File: src/rtl/mod_mult_seq_pkg.sv
// Shared types and constants for the sequential signed multiplier.
//   state_t   : controller state encoding
//   MODO_*    : result-mode encoding of the modo_sat input
package mod_mult_seq_pkg;

  typedef enum logic [1:0] {
    ST_IDLE = 2'd0,
    ST_CALC = 2'd1,
    ST_DONE = 2'd2
  } state_t;

  localparam logic MODO_WRAP = 1'b0;
  localparam logic MODO_SAT  = 1'b1;

endpackage

File: src/rtl/mod_mult_seq_if.sv
// Operand/result handshake bundle for mod_mult_seq.
//   in_valid/in_ready   : operand handshake (a, b, modo_sat)
//   out_valid/out_ready : result handshake (resultado, produto, flag_overflow)
//   slave  : the multiplier side
//   master : the producer/consumer side
interface mod_mult_seq_if #(
  parameter int unsigned W = 8
);
  logic             in_valid;
  logic             in_ready;
  logic [W-1:0]     a;
  logic [W-1:0]     b;
  logic             modo_sat;
  logic             out_valid;
  logic             out_ready;
  logic [W-1:0]     resultado;
  logic [2*W-1:0]   produto;
  logic             flag_overflow;

  modport slave (
    input  in_valid, a, b, modo_sat, out_ready,
    output in_ready, out_valid, resultado, produto, flag_overflow
  );

  modport master (
    output in_valid, a, b, modo_sat, out_ready,
    input  in_ready, out_valid, resultado, produto, flag_overflow
  );
endinterface

File: src/rtl/mod_abs.sv
// Two's complement to unsigned magnitude.
//   x   : signed W-bit input
//   mag : |x| as W-bit unsigned; -2^(W-1) maps to 2^(W-1), which still fits
module mod_abs #(
  parameter int unsigned W = 8
) (
  input  logic [W-1:0] x,
  output logic [W-1:0] mag
);
  assign mag = x[W-1] ? (~x + W'(1)) : x;
endmodule

File: src/rtl/mod_mult_seq.sv
// Multi-cycle signed multiplier: radix-2 shift-add on magnitudes, one
// multiplier bit per cycle, sign applied when the result is registered.
//   clk, rst : clock, synchronous active-high reset
//   bus      : operand/result handshake (see mod_mult_seq_if)
// Latency: out_valid rises W+1 edges after acceptance (W add cycles plus
// one finalize cycle that applies sign, overflow and saturation).
module mod_mult_seq
  import mod_mult_seq_pkg::*;
#(
  parameter int unsigned W  = 8,
  parameter int unsigned CW = $clog2(W + 1)
) (
  input  logic              clk,
  input  logic              rst,
  mod_mult_seq_if.slave     bus
);

  localparam int unsigned PW = 2 * W;
  localparam logic [W-1:0] SMAX = {1'b0, {(W-1){1'b1}}};
  localparam logic [W-1:0] SMIN = {1'b1, {(W-1){1'b0}}};

  state_t          state;
  logic [CW-1:0]   cnt;
  logic [PW-1:0]   mcand;
  logic [W-1:0]    mplier;
  logic [PW-1:0]   acc;
  logic            sign_r;
  logic            sat_r;

  logic [W-1:0]    mag_a_c;
  logic [W-1:0]    mag_b_c;
  logic            sign_c;
  logic [PW-1:0]   acc_add_c;
  logic [PW-1:0]   prod_c;
  logic [W:0]      prod_hi_c;
  logic            ovf_c;
  logic [W-1:0]    res_c;

  mod_abs #(.W(W)) u_abs_a (.x(bus.a), .mag(mag_a_c));
  mod_abs #(.W(W)) u_abs_b (.x(bus.b), .mag(mag_b_c));

  // A zero operand forces a positive sign so zero never becomes negative.
  assign sign_c = (bus.a[W-1] ^ bus.b[W-1]) && (|bus.a) && (|bus.b);

  // Partial-product add, sign restore, overflow and saturation.
  always_comb begin
    acc_add_c = acc;
    if (mplier[0]) begin
      acc_add_c = acc + mcand;
    end
    prod_c    = sign_r ? (~acc + PW'(1)) : acc;
    // Fits in W signed bits iff the top W+1 bits are a pure sign extension.
    prod_hi_c = prod_c[PW-1:W-1];
    ovf_c     = !((&prod_hi_c) || !(|prod_hi_c));
    res_c     = prod_c[W-1:0];
    if (ovf_c && (sat_r == MODO_SAT)) begin
      res_c = sign_r ? SMIN : SMAX;
    end
  end

  // Controller, datapath registers and registered outputs.
  always_ff @(posedge clk) begin
    if (rst) begin
      state             <= ST_IDLE;
      cnt               <= '0;
      mcand             <= '0;
      mplier            <= '0;
      acc               <= '0;
      sign_r            <= 1'b0;
      sat_r             <= MODO_WRAP;
      bus.in_ready      <= 1'b1;
      bus.out_valid     <= 1'b0;
      bus.resultado     <= '0;
      bus.produto       <= '0;
      bus.flag_overflow <= 1'b0;
    end else begin
      case (state)
        ST_IDLE: begin
          if (bus.in_valid && bus.in_ready) begin
            mcand        <= {W'(0), mag_a_c};
            mplier       <= mag_b_c;
            acc          <= '0;
            cnt          <= '0;
            sign_r       <= sign_c;
            sat_r        <= bus.modo_sat;
            bus.in_ready <= 1'b0;
            state        <= ST_CALC;
          end
        end
        ST_CALC: begin
          // cnt 0..W-1 accumulate; cnt == W registers the final result.
          if (cnt == CW'(W)) begin
            bus.produto       <= prod_c;
            bus.flag_overflow <= ovf_c;
            bus.resultado     <= res_c;
            bus.out_valid     <= 1'b1;
            cnt               <= '0;
            state             <= ST_DONE;
          end else begin
            acc    <= acc_add_c;
            mcand  <= mcand << 1;
            mplier <= mplier >> 1;
            cnt    <= cnt + CW'(1);
          end
        end
        ST_DONE: begin
          if (bus.out_ready) begin
            bus.out_valid <= 1'b0;
            bus.in_ready  <= 1'b1;
            state         <= ST_IDLE;
          end
        end
        default: begin
          state <= ST_IDLE;
        end
      endcase
    end
  end

endmodule

File: src/flat_wrapper.sv
// flat-port wrapper written by rule: the top's interface ports become plain ports
module mod_mult_seq_flat import mod_mult_seq_pkg::*;
#(
  parameter int unsigned W  = 8,
  parameter int unsigned CW = $clog2(W + 1)
)
  (clk, rst, bus_in_valid, bus_a, bus_b, bus_modo_sat, bus_out_ready, bus_in_ready, bus_out_valid, bus_resultado, bus_produto, bus_flag_overflow);
  mod_mult_seq_if #(.W(W)) bus_i ();
  input  logic clk;
  input  logic rst;
  input wire logic [$bits(bus_i.in_valid)-1:0] bus_in_valid;
  input wire logic [$bits(bus_i.a)-1:0] bus_a;
  input wire logic [$bits(bus_i.b)-1:0] bus_b;
  input wire logic [$bits(bus_i.modo_sat)-1:0] bus_modo_sat;
  input wire logic [$bits(bus_i.out_ready)-1:0] bus_out_ready;
  output wire logic [$bits(bus_i.in_ready)-1:0] bus_in_ready;
  output wire logic [$bits(bus_i.out_valid)-1:0] bus_out_valid;
  output wire logic [$bits(bus_i.resultado)-1:0] bus_resultado;
  output wire logic [$bits(bus_i.produto)-1:0] bus_produto;
  output wire logic [$bits(bus_i.flag_overflow)-1:0] bus_flag_overflow;
  assign bus_i.in_valid = bus_in_valid;
  assign bus_i.a = bus_a;
  assign bus_i.b = bus_b;
  assign bus_i.modo_sat = bus_modo_sat;
  assign bus_i.out_ready = bus_out_ready;
  assign bus_in_ready = bus_i.in_ready;
  assign bus_out_valid = bus_i.out_valid;
  assign bus_resultado = bus_i.resultado;
  assign bus_produto = bus_i.produto;
  assign bus_flag_overflow = bus_i.flag_overflow;
  mod_mult_seq #(.W(W), .CW(CW)) u_core (.clk(clk), .rst(rst), .bus(bus_i));
endmodule
File: config.mk
export PLATFORM = sky130hd
export DESIGN_NAME = mod_mult_seq_flat
export DESIGN_NICKNAME = d
export VERILOG_FILES = /design/src/rtl/mod_mult_seq_pkg.sv /design/src/rtl/mod_mult_seq_if.sv /design/src/rtl/mod_abs.sv /design/src/rtl/mod_mult_seq.sv /design/src/flat_wrapper.sv
export SDC_FILE = /design/constraint.sdc
export NUM_CORES = 1
export LEC_CHECK = 0
export BUFFER_PORTS_ARGS = -buffer_cell sky130_fd_sc_hd__buf_2
export CORE_MARGIN = 5
export CORE_UTILIZATION = 35
export DETAILED_ROUTE_END_ITERATION = 12
export PLACE_DENSITY = 0.58
export SYNTH_ARGS = -nofsm -noshare
export SYNTH_HDL_FRONTEND = slang
export SYNTH_SLANG_ARGS = --single-unit
File: constraint.sdc
create_clock -name clk -period 3.08 [get_ports clk]
set_input_delay 0.308 -clock clk [delete_from_list [all_inputs] [get_ports clk]]
set_output_delay 0.308 -clock clk [all_outputs]
set_load 0.05 [all_outputs]
# [Yosys cells after proc, flatten, opt, wreduce, memory -nomap -nowiden]
# Index checks and enable logic that the tools add are counted.
[word_totals] in_bits=21 reg_bits=75
[op_classes] reduce_logical=23 n_addsub=5 eq_ne=8 bitwise=4 muxes=28
[op_table] op="$mux W16" n=6
[op_table] op="$pmux W16 S2" n=2
[op_table] op="$mux W8" n=6
[op_table] op="$add A16 B1 Y16 const B" n=1
[op_table] op="$add A16 B16 Y16" n=1
[op_table] op="$add A8 B1 Y8 const B" n=2
[op_table] op="$not A16 Y16" n=1
[op_table] op="$not A8 Y8" n=2
[op_table] op="$pmux W8 S2" n=1
[op_table] op="$reduce_or A8 Y1" n=2
[op_table] op="$reduce_and A3 Y1" n=4
[op_table] op="$reduce_and A9 Y1" n=1
[op_table] op="$reduce_or A9 Y1" n=1
[op_table] op="$mux W4" n=2
[op_table] op="$pmux W4 S2" n=1
[op_table] op="$mux W2" n=3
[op_table] op="$ne A2 B1 Y1 const B" n=3
[op_table] op="$pmux W2 S3" n=1
[op_table] op="$reduce_and A2 Y1" n=3
[op_table] op="$reduce_bool A2 Y1" n=3
[op_table] op="$add A4 B1 Y4 const B" n=1
[op_table] op="$eq A4 B4 Y1 const B" n=1
[op_table] op="$logic_and A1 B1 Y1" n=4
[op_table] op="$mux W1" n=4
[op_table] op="9 further kinds" n=12

# [Longest topological paths before layout]
# Gate-level depths: netlist (run 1).
[logic_depth] depth_word=9 mapped_depth=9

# [Modules after synthesis]
# Synthesis (run 1) repeated with hierarchy kept, for this count alone.
[unflattened] cells_unflattened=528 area_unflattened_um2=4284.1
[modules_own_cells] module="mod_mult_seq" instances=1 seq_area_each_um2=1501.4 cells_each=486 area_per_inst_um2=3991.3
[modules_own_cells] module="mod_abs" instances=2 seq_area_each_um2=0.0 cells_each=21 area_per_inst_um2=146.4

# [Worst setup path before layout (run 1)]
# OpenSTA, ideal clock, no wires.
[synth_path] kind="reg2reg" from="reg u_core.acc[0]" to="reg u_core.acc[14]" setup_slack_ps=407 period_less_slack_ps=2673 path_buffers=0 required_time_ps=2958 path_stages_with_launch=9 t_arrival_ps=2551 path_cell_list="dfxtp_1 ha_1 fa_1 a211oi_1 o21bai_1 a21o_1 a2111oi_0 o41ai_1 a221o_1"
[synth_via] elab_chain_cells=4
[synth_lines] item="from (decl)" line="mod_mult_seq.sv:26" text="logic [PW-1:0] acc;"
[synth_lines] item="from (signal assigned)" line="mod_mult_seq.sv:68" text="acc <= '0;"
[synth_lines] item="from (signal assigned)" line="mod_mult_seq.sv:82" text="acc <= '0;"
[synth_lines] item="from (signal assigned)" line="mod_mult_seq.sv:100" text="acc <= acc_add_c;"
[synth_lines] item="$add A16 B16 Y16" line="mod_mult_seq.sv:49" text="acc_add_c = acc + mcand;"
[synth_lines] item="$mux W16" line="mod_mult_seq.sv:48" text="if (mplier[0]) begin"
[synth_lines] item="$mux W16" line="mod_mult_seq.sv:92" text="if (cnt == CW'(W)) begin"
[synth_lines] item="$pmux W16 S2" line="mod_mult_seq.sv:77" text="case (state)"
# No other way between the ends. The select of a mux whose other input is x is not followed.
# A chain may end at the register's enable or synchronous reset.

# [Worst setup path after layout (run 1)]
[layout_path] from="reg u_core.acc[2]" to="reg u_core.bus.resultado[2]"
[layout_via] elab_chain_cells=9 word_cells_on_any_way=10 classes_between="add/sub (1); mux (2); bitwise (1); reduce/logical (6)"
[layout_lines] item="$not A16 Y16" line="mod_mult_seq.sv:51" text="prod_c = sign_r ? (~acc + PW'(1)) : acc;"
[layout_lines] item="$add A16 B1 Y16" line="mod_mult_seq.sv:51"
[layout_lines] item="$mux W16 (*)" line="mod_mult_seq.sv:51"
[layout_lines] item="$reduce_or A9 Y1" line="mod_mult_seq.sv:54" text="ovf_c = !((&prod_hi_c) || !(|prod_hi_c));"
[layout_lines] item="$logic_not A1 Y1" line="mod_mult_seq.sv:54"
[layout_lines] item="$logic_or A1 B1 Y1" line="mod_mult_seq.sv:54"
[layout_lines] item="$logic_not A1 Y1" line="mod_mult_seq.sv:54"
[layout_lines] item="$logic_and A1 B1 Y1" line="mod_mult_seq.sv:56" text="if (ovf_c && (sat_r == MODO_SAT)) begin"
[layout_lines] item="$mux W8 (*)" line="mod_mult_seq.sv:56"
[layout_lines] item="to (signal assigned)" line="mod_mult_seq.sv:95" text="bus.resultado <= res_c;"
[layout_lines] item="to (decl)" line="mod_mult_seq_if.sv:22" text="output in_ready, out_valid, resultado, produto, flag_overflow"
# Mark *: on every way between the ends. The rest lies on a longest branch, timed or not.

==> results of run 1 <==
## synthesized netlist by cell type (4+ instances only)
cell type and number:
sky130_fd_sc_hd__dfxtp_1 75, sky130_fd_sc_hd__or4_1 4, sky130_fd_sc_hd__nand2_1 58, sky130_fd_sc_hd__o21ai_0 10, sky130_fd_sc_hd__a31oi_1 4, sky130_fd_sc_hd__ha_1 20
sky130_fd_sc_hd__a211oi_1 24, sky130_fd_sc_hd__nor3_1 16, sky130_fd_sc_hd__clkbuf_1 35, sky130_fd_sc_hd__nor2_1 60, sky130_fd_sc_hd__o31ai_1 9, sky130_fd_sc_hd__xnor2_1 16
sky130_fd_sc_hd__nand2b_1 7, sky130_fd_sc_hd__or3_1 11, sky130_fd_sc_hd__o21bai_1 4, sky130_fd_sc_hd__o41ai_1 4, sky130_fd_sc_hd__a21oi_1 60, sky130_fd_sc_hd__inv_1 15
sky130_fd_sc_hd__nand3b_1 10, sky130_fd_sc_hd__xor2_1 14, sky130_fd_sc_hd__a21o_1 4, sky130_fd_sc_hd__o211ai_1 15, sky130_fd_sc_hd__nor2b_1 5, sky130_fd_sc_hd__nand4_1 4
sky130_fd_sc_hd__nand3_1 26
## metal layers
layer | part of all wire | global-route usage | vias up | wire (um)
li1 | - | - | 2131 | -
met1 | 0.50 | 0.216 | 1906 | 5520
met4 | 0.012 | 0.0484 | 0 | 128
met3 | 0.056 | 0.0375 | 14 | 621
met2 | 0.43 | 0.239 | 87 | 4800
met5 | 0 | 0 | - | 0
## kinds of logic (layout without fill, tap and decap cells)
kind of cell             Yosys count  count (layout)  synth area share
XOR/XNOR                          31              31            0.0620
AND/OR/NAND/NOR                  223             223             0.245
buffers and inverters             56              96            0.0489
AO/OA/AOI/OAI                    158             158             0.244
multiplexers                       3               3           0.00695
flip-flops                        75              75             0.334
adder cells (fa/ha/maj)           21              21            0.0601
## power groups by stage
stage,clock network (mW),logic (mW),registers [mW]
floorplan,0,0.222,1.04
global placement,0,0.304,1.05
detailed placement,0,0.307,1.05
CTS,1.05,0.308,1.03
global route,1.10,0.347,1.03
finish,1.02,0.306,1.03
## how the worst min path moves through the flow
stage                                              from                            end  slack [ps]  cells past startpoint
final                                      bus_modo_sat      u_core.sat_r$_SDFFE_PP0P_         220                      3
after detailed placement  u_core.mplier[1]$_SDFFE_PP0P_  u_core.mplier[1]$_SDFFE_PP0P_         450                      2
after CTS                                  bus_modo_sat      u_core.sat_r$_SDFFE_PP0P_         210                      3
after global placement    u_core.mplier[1]$_SDFFE_PP0P_  u_core.mplier[1]$_SDFFE_PP0P_         440                      2
after floorplan           u_core.mplier[2]$_SDFFE_PP0P_  u_core.mplier[2]$_SDFFE_PP0P_         430                      2
after global routing                       bus_modo_sat      u_core.sat_r$_SDFFE_PP0P_         230                      3
## layout make-up
type                       count  area (um^2)  area share
timing repair buffer          66          378      0.0724
tap                          172          215      0.0413
clock buffer                  10          229      0.0439
clock inverter                 5         55.1      0.0106
inverter                      15         56.3      0.0108
multi-input combinational    436         2780       0.533
sequential                    75         1500       0.288
## critical path: stages, from the launching register on
cell,delay [ps]
sky130_fd_sc_hd__dfxtp_1,380
sky130_fd_sc_hd__or4_1,720
sky130_fd_sc_hd__o41ai_4,440
sky130_fd_sc_hd__xor2_2,230
sky130_fd_sc_hd__nand3_2,140
sky130_fd_sc_hd__o41a_1,450
sky130_fd_sc_hd__nand3_2,160
sky130_fd_sc_hd__o311ai_2,110
## through the flow
step | total power, mW | setup WS (ps) | area [um^2] | hold slack [ps] | std cells
detailed placement | 1.36 | 301 | 4930 | 450 | 764
global placement | 1.35 | 353 | 4930 | 439 | 764
CTS | 2.39 | 285 | 5220 | 213 | 779
global route | 2.48 | 7.47 | 5220 | 231 | 779
floorplan | 1.27 | 407 | 4500 | 432 | 567
finish | 2.36 | 293 | 5220 | 223 | 779
## registers in the layout, indices dropped and copies added, names as in the netlist
name	count
u_core.cnt	4
u_core.bus.produto	16
u_core.sign_r	1
u_core.sat_r	1
u_core.acc	16
u_core.mcand	16
u_core.bus.resultado	8
u_core.bus.in_ready	1
u_core.mplier	8
u_core.bus.flag_overflow	1
u_core.bus.out_valid	1
u_core.state	2
==> results_tabular.tex, run 1 <==
\begin{tabular}{lr}
\hline
Metric & Value \\
\hline
\multicolumn{2}{l}{\textbf{STA}} \\
\quad Highest achievable clock rate & 359 MHz \\
\quad Final count of hold timing violations & 0 \\
\quad RSZ-0062 raised after global routing & no \\
\quad Clk\_skew & 8.34 ps \\
\quad Max transition margin & 0.406 \\
\quad Actual transition at the worst max-transition pin & 891 ps \\
\quad Count of endpoints failing setup in the final report & 0 \\
\quad Final Slew Violations & 0 \\
\quad Final worst path period share & 0.905 \\
\quad Setup total negative slack & 0 ps \\
\quad Minimum clock period after layout & 2790 ps \\
\multicolumn{2}{l}{\textbf{Power and ir drop}} \\
\quad Switching Share & 0.266 \\
\quad Net switching power of the design & 0.627 mW \\
\quad Worst ir drop on vdd & 0.252 mV \\
\quad Sequential Power Share & 0.436 \\
\quad Static Leak & 2.01 nW \\
\quad Clock group share of total power & 0.434 \\
\quad Internal power summed over all cells & 1.73 mW \\
\quad Gate power share & 0.130 \\
\quad Power density over the cells & 452 nW/um\^{}2 \\
\multicolumn{2}{l}{\textbf{Drt}} \\
\quad Routed WL per cell & 14.2 um \\
\quad Number of iterations in the first detailed-routing pass & 4 \\
\quad Remaining design rule violation count & 0 \\
\quad Detailed-route via count & 4138 \\
\quad DR vias/cell & 5.31 \\
\quad Remaining antenna violation count & 0 \\
\quad DRT iter0 DRCs & 235 \\
\quad Total wirelength of the detailed-routed design & 11100 um \\
\multicolumn{2}{l}{\textbf{Cells and area}} \\
\quad N\_diodes & 0 \\
\quad Area delta synth->final & 15.9\% \\
\quad Layout Nets & 645 \\
\quad Util after Layout & 0.413 \\
\quad Most used cells in the layout excluding fill and tap cells & sky130\_fd\_sc\_hd\_\_dfxtp\_1 (75), sky130\_fd\_sc\_hd\_\_a21oi\_1 (60), sky130\_fd\_sc\_hd\_\_nor2\_1 (59), sky130\_fd\_sc\_hd\_\_nand2\_1 (58), sky130\_fd\_sc\_hd\_\_buf\_2 (47) \\
\quad Share of layout cells above drive strength 1 & 0.155 \\
\quad Total of fill cells in the finished design & 1322 \\
\quad Most common cell after layout, fill and taps aside & sky130\_fd\_sc\_hd\_\_dfxtp\_1 \\
\multicolumn{2}{l}{\textbf{Critical path}} \\
\quad Origin of the worst setup path & u\_core.acc[2]\$\_SDFFE\_PP0P\_ \\
\quad Req. time, crit path & 3270 ps \\
\quad Kind of end point of the critical path & flop \\
\quad Crit path DAT & 2980 ps \\
\quad Worst setup endpoint & u\_core.bus.resultado[2]\$\_SDFFE\_PP0P\_ \\
\quad Kind of start point of the critical path & flop \\
\quad Critical register-to-register path startpoint & u\_core.acc[2]\$\_SDFFE\_PP0P\_ \\
\quad Crit Path Category & flop to flop \\
\quad Flop-to-flop setup slack & 290 ps \\
\quad Max Fanout on Critical Path & 8 \\
\quad Reg-to-reg critical path endpoint & u\_core.bus.resultado[2]\$\_SDFFE\_PP0P\_ \\
\quad Path depth of the worst reg2reg path & 7 \\
\multicolumn{2}{l}{\textbf{Clock network}} \\
\quad Number of buffers created by CTS & 9 \\
\quad Clock insertion delay at the later pin of the skew report & 350 ps \\
\quad Gates resized, CTS repair & 0 \\
\quad Clock-pin slew reported for the worst setup and hold paths after clock tree synthesis & 60 ps \\
\quad Root Buffer & sky130\_fd\_sc\_hd\_\_clkbuf\_16 \\
\quad Clock tree from TritonCTS & built \\
\quad Clk sinks & 75 \\
\quad Maximum clock path buffer count & 2 \\
\quad Total number of H-tree levels & 3 \\
\quad Hold-fix buffers, CTS & 0 \\
\quad Number of buffers inserted to repair setup after CTS & 0 \\
\multicolumn{2}{l}{\textbf{Global route}} \\
\quad Total global routing overflow & 0 \\
\quad Via count of the first global-routing pass & 3879 \\
\quad Global-route wire length before repair & 19000 um \\
\quad Maximum number of pins on one net before global-route repair & 52 \\
\quad Antenna violations before repair & 0 \\
\quad Gr usage total & 0.156 \\
\multicolumn{2}{l}{\textbf{Placed design}} \\
\quad Port bufs & 47 \\
\quad Global placement routability congestion & 0.818 \\
\quad Estimated wirelength of the detail-placed design & 8130 um \\
\multicolumn{2}{l}{\textbf{Logic synthesis}} \\
\quad Seq cells post-synth & 75 \\
\quad Share of synthesized flip-flops with an asynchronous set or reset & 0 \\
\quad YS warnings & 0 \\
\quad Syn Std Cell Area & 4500 um\^{}2 \\
\quad Net count after synthesis & 609 \\
\quad Unique masters post-synth & 64 \\
\quad Post-synth top area share & 0.334 \\
\quad Fraction of the yosys area taken by sequential cells & 0.334 \\
\quad Number of flops mapped to enable cells by yosys & 0 \\
\quad Top post-synthesis cells by area & sky130\_fd\_sc\_hd\_\_dfxtp\_1 (33\%), sky130\_fd\_sc\_hd\_\_a21oi\_1 (6.7\%), sky130\_fd\_sc\_hd\_\_ha\_1 (5.6\%) \\
\quad Cells after Synth & 567 \\
\quad Cell type with the largest total area after synthesis & sky130\_fd\_sc\_hd\_\_dfxtp\_1 \\
\quad Dominant register cell in the synthesized netlist & sky130\_fd\_sc\_hd\_\_dfxtp\_1 \\
\quad Synthesized area per cell & 7.94 um\^{}2 \\
\multicolumn{2}{l}{\textbf{Floorplan}} \\
\quad I/O pins & 48 \\
\quad Std-Cell Core Area & 12600 um\^{}2 \\
\quad Die height & 123 um \\
\quad Initial core utilization & 0.357 \\
\quad Die area & 15200 um\^{}2 \\
\quad Row cnt & 41 \\
\quad Die Width & 123 um \\
\multicolumn{2}{l}{\textbf{Job}} \\
\quad \# Max-Cap Violations & 0 \\
\multicolumn{2}{l}{\textbf{Outcome}} \\
\quad Status & completed \\
\multicolumn{2}{l}{\textbf{Hold path}} \\
\quad Path class of the lowest-slack min-delay path & input pin to flop \\
\hline
\end{tabular}
No activity file was read; power rests on OpenSTA's default activity.
==> run 2, diff against run 1 <==
--- a/config.mk
+++ b/config.mk
@@ -9,6 +9,8 @@
 export CORE_MARGIN = 5
 export CORE_UTILIZATION = 35
 export DETAILED_ROUTE_END_ITERATION = 12
+export GPL_ROUTABILITY_DRIVEN = 0
+export GPL_TIMING_DRIVEN = 0
 export PLACE_DENSITY = 0.58
 export SYNTH_ARGS = -nofsm -noshare
 export SYNTH_HDL_FRONTEND = slang
==> run 2 against run 1 <==
  * Register-to-register slack worse by 110 ps
  * Global-route usage up 1.5 points
  * Fmax down 3.7%
  * Via count up 3.7%
  * Power up 8.7%
  * Critical path depth up 1
  * Sequential power about the same
  * Highest routed layer unchanged
==> results_tabular.tex, run 2 (same netlist as run 1, synthesis figures left out) <==
\begin{tabular}{lr}
\hline
Metric & Value \\
\hline
\multicolumn{2}{l}{\textbf{Global route}} \\
\quad Global-route wire length before repair & 20500 um \\
\quad Maximum number of pins on one net before global-route repair & 13 \\
\quad Total global routing overflow & 0 \\
\quad Antenna violations before repair & 0 \\
\quad Via count of the first global-routing pass & 4093 \\
\quad Gr usage total & 0.171 \\
\multicolumn{2}{l}{\textbf{Cells and area}} \\
\quad Most common cell after layout, fill and taps aside & sky130\_fd\_sc\_hd\_\_dfxtp\_1 \\
\quad Most used cells in the layout excluding fill and tap cells & sky130\_fd\_sc\_hd\_\_dfxtp\_1 (75), sky130\_fd\_sc\_hd\_\_nor2\_1 (60), sky130\_fd\_sc\_hd\_\_a21oi\_1 (60), sky130\_fd\_sc\_hd\_\_nand2\_1 (58), sky130\_fd\_sc\_hd\_\_buf\_2 (47) \\
\quad N\_diodes & 0 \\
\quad Total of fill cells in the finished design & 1320 \\
\quad Util after Layout & 0.421 \\
\quad Area delta synth->final & 18.2\% \\
\quad Biggest registers after layout & u\_core.acc: 16 flops, u\_core.bus.produto: 16 flops, u\_core.mcand: 16 flops \\
\quad Layout Nets & 665 \\
\quad Share of layout cells above drive strength 1 & 0.124 \\
\multicolumn{2}{l}{\textbf{Critical path}} \\
\quad Crit path DAT & 3130 ps \\
\quad Req. time, crit path & 3310 ps \\
\quad Kind of end point of the critical path & flop \\
\quad Kind of start point of the critical path & flop \\
\quad Crit Path Category & flop to flop \\
\quad Max Fanout on Critical Path & 7 \\
\multicolumn{2}{l}{\textbf{Clock network}} \\
\quad Clock tree from TritonCTS & built \\
\quad Clock insertion delay at the later pin of the skew report & 340 ps \\
\quad Total number of H-tree levels & 3 \\
\quad Clk sinks & 75 \\
\quad Maximum clock path buffer count & 2 \\
\quad Number of buffers created by CTS & 9 \\
\quad Root Buffer & sky130\_fd\_sc\_hd\_\_clkbuf\_16 \\
\quad Number of buffers inserted to repair setup after CTS & 0 \\
\quad Clock-pin slew reported for the worst setup and hold paths after clock tree synthesis & 60 ps \\
\multicolumn{2}{l}{\textbf{Drt}} \\
\quad Sum of routed wire segments on met1 & 5900 um \\
\quad Highest routing layer actually used & met4 \\
\quad Remaining design rule violation count & 0 \\
\quad DR vias/cell & 5.37 \\
\quad Routed WL per cell & 15.8 um \\
\quad Total wirelength of the detailed-routed design & 12600 um \\
\quad DRT iter0 DRCs & 315 \\
\quad Remaining antenna violation count & 0 \\
\quad Met2 WL & 6040 um \\
\quad Met3 wire len & 569 um \\
\quad Detailed-route via count & 4292 \\
\quad Number of iterations in the first detailed-routing pass & 7 \\
\multicolumn{2}{l}{\textbf{STA}} \\
\quad Minimum clock period after layout & 2900 ps \\
\quad Max transition margin & 0.504 \\
\quad Setup WS post-layout & 185 ps \\
\quad Count of endpoints failing setup in the final report & 0 \\
\quad Highest achievable clock rate & 345 MHz \\
\quad Final count of hold timing violations & 0 \\
\quad Final Slew Violations & 0 \\
\quad RSZ-0062 raised after global routing & no \\
\quad Clk\_skew & 7.07 ps \\
\quad Actual transition at the worst max-transition pin & 742 ps \\
\quad Final worst path period share & 0.940 \\
\multicolumn{2}{l}{\textbf{Placed design}} \\
\quad Port bufs & 45 \\
\quad Estimated wirelength of the detail-placed design & 9660 um \\
\quad Worst slack, placed & -75.1 ps \\
\multicolumn{2}{l}{\textbf{Hold path}} \\
\quad Path class of the lowest-slack min-delay path & input pin to flop \\
\multicolumn{2}{l}{\textbf{Floorplan}} \\
\quad Row cnt & 41 \\
\quad Die area & 15200 um\^{}2 \\
\quad Die height & 123 um \\
\quad Std-Cell Core Area & 12600 um\^{}2 \\
\quad I/O pins & 48 \\
\quad Die Width & 123 um \\
\quad Initial core utilization & 0.357 \\
\multicolumn{2}{l}{\textbf{Power and ir drop}} \\
\quad Static Leak & 2.02 nW \\
\quad Worst ir drop on vdd & 0.249 mV \\
\quad Power density over the cells & 482 nW/um\^{}2 \\
\multicolumn{2}{l}{\textbf{Job}} \\
\quad \# Max-Cap Violations & 0 \\
\multicolumn{2}{l}{\textbf{Outcome}} \\
\quad Status & completed \\
\hline
\end{tabular}
-- run 2: changes by cell type in the layout (fill, tap and decap cells not counted) --
| cell | change |
|---|---|
| sky130_fd_sc_hd__bufinv_16 | +2 |
| sky130_fd_sc_hd__nor4_4 | +1 |
| sky130_fd_sc_hd__a2111oi_0 | -1 |
| sky130_fd_sc_hd__nor2_2 | -1 |
| sky130_fd_sc_hd__a2111oi_4 | +1 |
| sky130_fd_sc_hd__nor2_1 | +1 |
| sky130_fd_sc_hd__clkbuf_8 | +1 |
| sky130_fd_sc_hd__nor4_1 | -1 |
| sky130_fd_sc_hd__buf_4 | -19 |
| sky130_fd_sc_hd__clkinvlp_4 | -2 |
| sky130_fd_sc_hd__buf_6 | +1 |
| sky130_fd_sc_hd__buf_1 | +3 |
| sky130_fd_sc_hd__clkbuf_1 | +35 |
-- run 2: area by class of cell --
cell class,instances,area (um^2),area share
Multi-Input combinational cell,436,2810,0.529
Buffer,41,164,0.0308
Clock buffer,11,243,0.0456
Sequential cell,75,1500,0.282
Timing Repair Buffer,45,225,0.0424
Clock inverter,5,100,0.0188
Tap cell,172,215,0.0405
Inverter,15,56.3,0.0106
-- run 2: per-stage QoR --
| step | total power, mW | std cells | setup TNS [ps] | hold slack, ps | cell area (um^2) |
|---|---|---|---|---|---|
| after CTS | 2.58 | 800 | 0 | 235 | 5290 |
| after floorplan | 1.27 | 567 | 0 | 432 | 4500 |
| after global placement | 1.36 | 784 | -1.96 | 440 | 4940 |
| final | 2.56 | 800 | 0 | 244 | 5320 |
| after detailed placement | 1.37 | 784 | -75.1 | 445 | 4940 |
| after global routing | 2.66 | 800 | 0 | 263 | 5320 |
-- run 2: metal layers --
metal | vias up | GRT usage
met5 | - | 0
met4 | 0 | 0.0353
met3 | 12 | 0.0361
met2 | 99 | 0.293
met1 | 2010 | 0.221
li1 | 2171 | -
-- run 2: timing repair --
| item | in CTS | in global routing |
|---|---|---|
| hold buffers | 0 | 0 |
| gates cloned | 0 | 0 |
| resized for setup | 1 | 4 |
| endpoints found under the setup margin | 1 | 10 |
-- run 2: critical path: stages (launching register included) --
cell and delay (ps):
sky130_fd_sc_hd__dfxtp_1 520, sky130_fd_sc_hd__ha_1 350, sky130_fd_sc_hd__a21o_1 200, sky130_fd_sc_hd__a21oi_1 220
sky130_fd_sc_hd__a21boi_1 140, sky130_fd_sc_hd__o41ai_1 570, sky130_fd_sc_hd__o21ai_1 230, sky130_fd_sc_hd__mux2i_1 230
sky130_fd_sc_hd__mux2_1 330
-- run 2: where the power goes --
group,internal [mW],switching (mW)
clock,0.810,0.399
combinational,0.106,0.218
sequential,1.00,0.0259
-- run 2: final timing paths --
kind | from | endpoint | slack, ps | cells after the start
max | u_core.acc[3]$_SDFFE_PP0P_ | u_core.acc[15]$_SDFFE_PP0P_ | 180 | 8
min | bus_modo_sat | u_core.sat_r$_SDFFE_PP0P_ | 240 | 3
max reg2reg | u_core.acc[3]$_SDFFE_PP0P_ | u_core.acc[15]$_SDFFE_PP0P_ | 180 | 8
min reg2reg | u_core.mplier[2]$_SDFFE_PP0P_ | u_core.mplier[2]$_SDFFE_PP0P_ | 450 | 2
==> run 3, diff against run 2 <==
--- a/config.mk
+++ b/config.mk
@@ -8,6 +8,7 @@
 export BUFFER_PORTS_ARGS = -buffer_cell sky130_fd_sc_hd__buf_2
 export CORE_MARGIN = 5
 export CORE_UTILIZATION = 35
+export CTS_BUF_LIST = sky130_fd_sc_hd__clkbuf_16
 export DETAILED_ROUTE_END_ITERATION = 12
 export GPL_ROUTABILITY_DRIVEN = 0
 export GPL_TIMING_DRIVEN = 0
==> run 3 against run 2 <==
  * Clock-buffer cell count fell by 2
  * Core utilization fell by 0.079 points
  * Die area did not move
  * Power fell by 1.1%
  * Critical path depth did not move
  * Fmax fell by 0.29%
  * Sequential share of layout area rose by 0.053 points
  * Global-route usage barely moved
  * Non-clock buffer count did not move
  * Wire length barely moved
  * Clock skew fell by 0.93 ps
  * Largest power group unchanged
==> results_tabular.tex, run 3 (same netlist as run 1, synthesis figures left out) <==
\begin{tabular}{lr}
\hline
Metric & Value \\
\hline
\multicolumn{2}{l}{\textbf{Power and ir drop}} \\
\quad Power density over the cells & 477 nW/um\^{}2 \\
\quad Worst ir drop on vdd & 0.245 mV \\
\quad Static Leak & 2.02 nW \\
\quad Total chip power & 2.53 mW \\
\multicolumn{2}{l}{\textbf{Global route}} \\
\quad Total global routing overflow & 0 \\
\quad Via count of the first global-routing pass & 4091 \\
\quad Gr usage total & 0.171 \\
\quad Global-route wire length before repair & 20500 um \\
\quad Maximum number of pins on one net before global-route repair & 13 \\
\quad Antenna violations before repair & 0 \\
\multicolumn{2}{l}{\textbf{Critical path}} \\
\quad Kind of start point of the critical path & flop \\
\quad Max Fanout on Critical Path & 7 \\
\quad Crit Path Category & flop to flop \\
\quad Req. time, crit path & 3310 ps \\
\quad Kind of end point of the critical path & flop \\
\quad Crit path DAT & 3130 ps \\
\multicolumn{2}{l}{\textbf{Cells and area}} \\
\quad Most common cell after layout, fill and taps aside & sky130\_fd\_sc\_hd\_\_dfxtp\_1 \\
\quad Area of the multi-input gates & 2810 um\^{}2 \\
\quad Total of fill cells in the finished design & 1321 \\
\quad Biggest registers after layout & u\_core.acc: 16 flops, u\_core.bus.produto: 16 flops, u\_core.mcand: 16 flops \\
\quad Sequential Area & 1500 um\^{}2 \\
\quad Most used cells in the layout excluding fill and tap cells & sky130\_fd\_sc\_hd\_\_dfxtp\_1 (75), sky130\_fd\_sc\_hd\_\_nor2\_1 (60), sky130\_fd\_sc\_hd\_\_a21oi\_1 (60), sky130\_fd\_sc\_hd\_\_nand2\_1 (58), sky130\_fd\_sc\_hd\_\_buf\_2 (47) \\
\quad Area delta synth->final & 17.9\% \\
\quad Layout Nets & 665 \\
\quad N\_diodes & 0 \\
\quad Util after Layout & 0.421 \\
\quad Share of layout cells above drive strength 1 & 0.123 \\
\multicolumn{2}{l}{\textbf{Floorplan}} \\
\quad I/O pins & 48 \\
\quad Initial core utilization & 0.357 \\
\quad Die area & 15200 um\^{}2 \\
\quad Std-Cell Core Area & 12600 um\^{}2 \\
\quad Die height & 123 um \\
\quad Die Width & 123 um \\
\quad Row cnt & 41 \\
\multicolumn{2}{l}{\textbf{Clock network}} \\
\quad Root Buffer & sky130\_fd\_sc\_hd\_\_clkbuf\_16 \\
\quad Clock tree from TritonCTS & built \\
\quad Total number of H-tree levels & 3 \\
\quad Hold-fix buffers, CTS & 0 \\
\quad Clock insertion delay at the later pin of the skew report & 340 ps \\
\quad Clk sinks & 75 \\
\quad Clock-pin slew reported for the worst setup and hold paths after clock tree synthesis & 60 ps \\
\quad Number of buffers created by CTS & 9 \\
\quad Maximum clock path buffer count & 2 \\
\quad Number of buffers inserted to repair setup after CTS & 0 \\
\multicolumn{2}{l}{\textbf{Drt}} \\
\quad Remaining design rule violation count & 0 \\
\quad DRT iter0 DRCs & 302 \\
\quad Detailed-route via count & 4310 \\
\quad Remaining antenna violation count & 0 \\
\quad Routed WL per cell & 15.8 um \\
\quad Total wirelength of the detailed-routed design & 12600 um \\
\quad Number of iterations in the first detailed-routing pass & 5 \\
\quad DR vias/cell & 5.39 \\
\multicolumn{2}{l}{\textbf{STA}} \\
\quad Final Slew Violations & 0 \\
\quad Count of endpoints failing setup in the final report & 0 \\
\quad RSZ-0062 raised after global routing & no \\
\quad Final worst path period share & 0.943 \\
\quad Highest achievable clock rate & 344 MHz \\
\quad Final count of hold timing violations & 0 \\
\quad Max transition margin & 0.504 \\
\quad Worst Hold Slack & 248 ps \\
\quad Minimum clock period after layout & 2900 ps \\
\quad Clk\_skew & 6.14 ps \\
\quad Actual transition at the worst max-transition pin & 742 ps \\
\multicolumn{2}{l}{\textbf{Placed design}} \\
\quad Port bufs & 45 \\
\quad Estimated wirelength of the detail-placed design & 9660 um \\
\multicolumn{2}{l}{\textbf{Hold path}} \\
\quad Path class of the lowest-slack min-delay path & input pin to flop \\
\multicolumn{2}{l}{\textbf{Outcome}} \\
\quad Status & completed \\
\multicolumn{2}{l}{\textbf{Job}} \\
\quad \# Max-Cap Violations & 0 \\
\hline
\end{tabular}
run 3: final timing paths:
| path | start | to | slack, ps | depth (start not counted) |
|---|---|---|---|---|
| setup / recovery | u_core.acc[3]$_SDFFE_PP0P_ | u_core.acc[15]$_SDFFE_PP0P_ | 180 | 8 |
| hold / removal | bus_modo_sat | u_core.sat_r$_SDFFE_PP0P_ | 250 | 3 |
| setup reg to reg | u_core.acc[3]$_SDFFE_PP0P_ | u_core.acc[15]$_SDFFE_PP0P_ | 180 | 8 |
| hold reg to reg | u_core.mplier[2]$_SDFFE_PP0P_ | u_core.mplier[2]$_SDFFE_PP0P_ | 450 | 2 |
run 3: stage by stage:
stage / std cells / cell area (um^2) / TNS [ps] / setup slack (ps)
floorplan: 567 / 4500 / 0 / 407
global placement: 784 / 4940 / -1.96 / -1.96
detailed placement: 784 / 4940 / -75.1 / -75.1
CTS: 800 / 5280 / 0 / 35.0
global route: 800 / 5310 / 0 / 24.4
finish: 800 / 5310 / 0 / 176
run 3: final cells by class:
type                       count  share of cell area
clock inverter                 7              0.0203
tap                          172              0.0405
multi-input combinational    436               0.530
inverter                      15              0.0106
buffer                        41              0.0309
sequential                    75               0.283
timing repair buffer          45              0.0424
clock buffer                   9              0.0424
run 3: critical path, cell delays in order (launching register included):
cell                       delay, ps
sky130_fd_sc_hd__dfxtp_1         510
sky130_fd_sc_hd__ha_1            350
sky130_fd_sc_hd__a21o_1          200
sky130_fd_sc_hd__a21oi_1         220
sky130_fd_sc_hd__a21boi_1        140
sky130_fd_sc_hd__o41ai_1         570
sky130_fd_sc_hd__o21ai_1         230
sky130_fd_sc_hd__mux2i_1         240
sky130_fd_sc_hd__mux2_1          330
run 3: repair_timing:
action	CTS	global route
endpoints found under the hold margin	0	0
gates resized for setup	1	4
setup endpoints to repair	1	10
pin swaps	0	0
run 3: routing by layer:
metal / global-route usage / vias to the layer above / routed length, um
met1: 0.221 / 2028 / 5980
met5: 0 / - / 0
li1: - / 2172 / -
met3: 0.0361 / 15 / 492
met4: 0.0353 / 0 / 138
met2: 0.293 / 95 / 6030
run 3: power breakdown:
part | total, mW | switching [mW] | internal [mW]
Sequential | 1.03 | 0.0260 | 1.00
Combinational | 0.324 | 0.218 | 0.106
Clock | 1.18 | 0.399 | 0.782
Total | 2.53 | 0.643 | 1.89
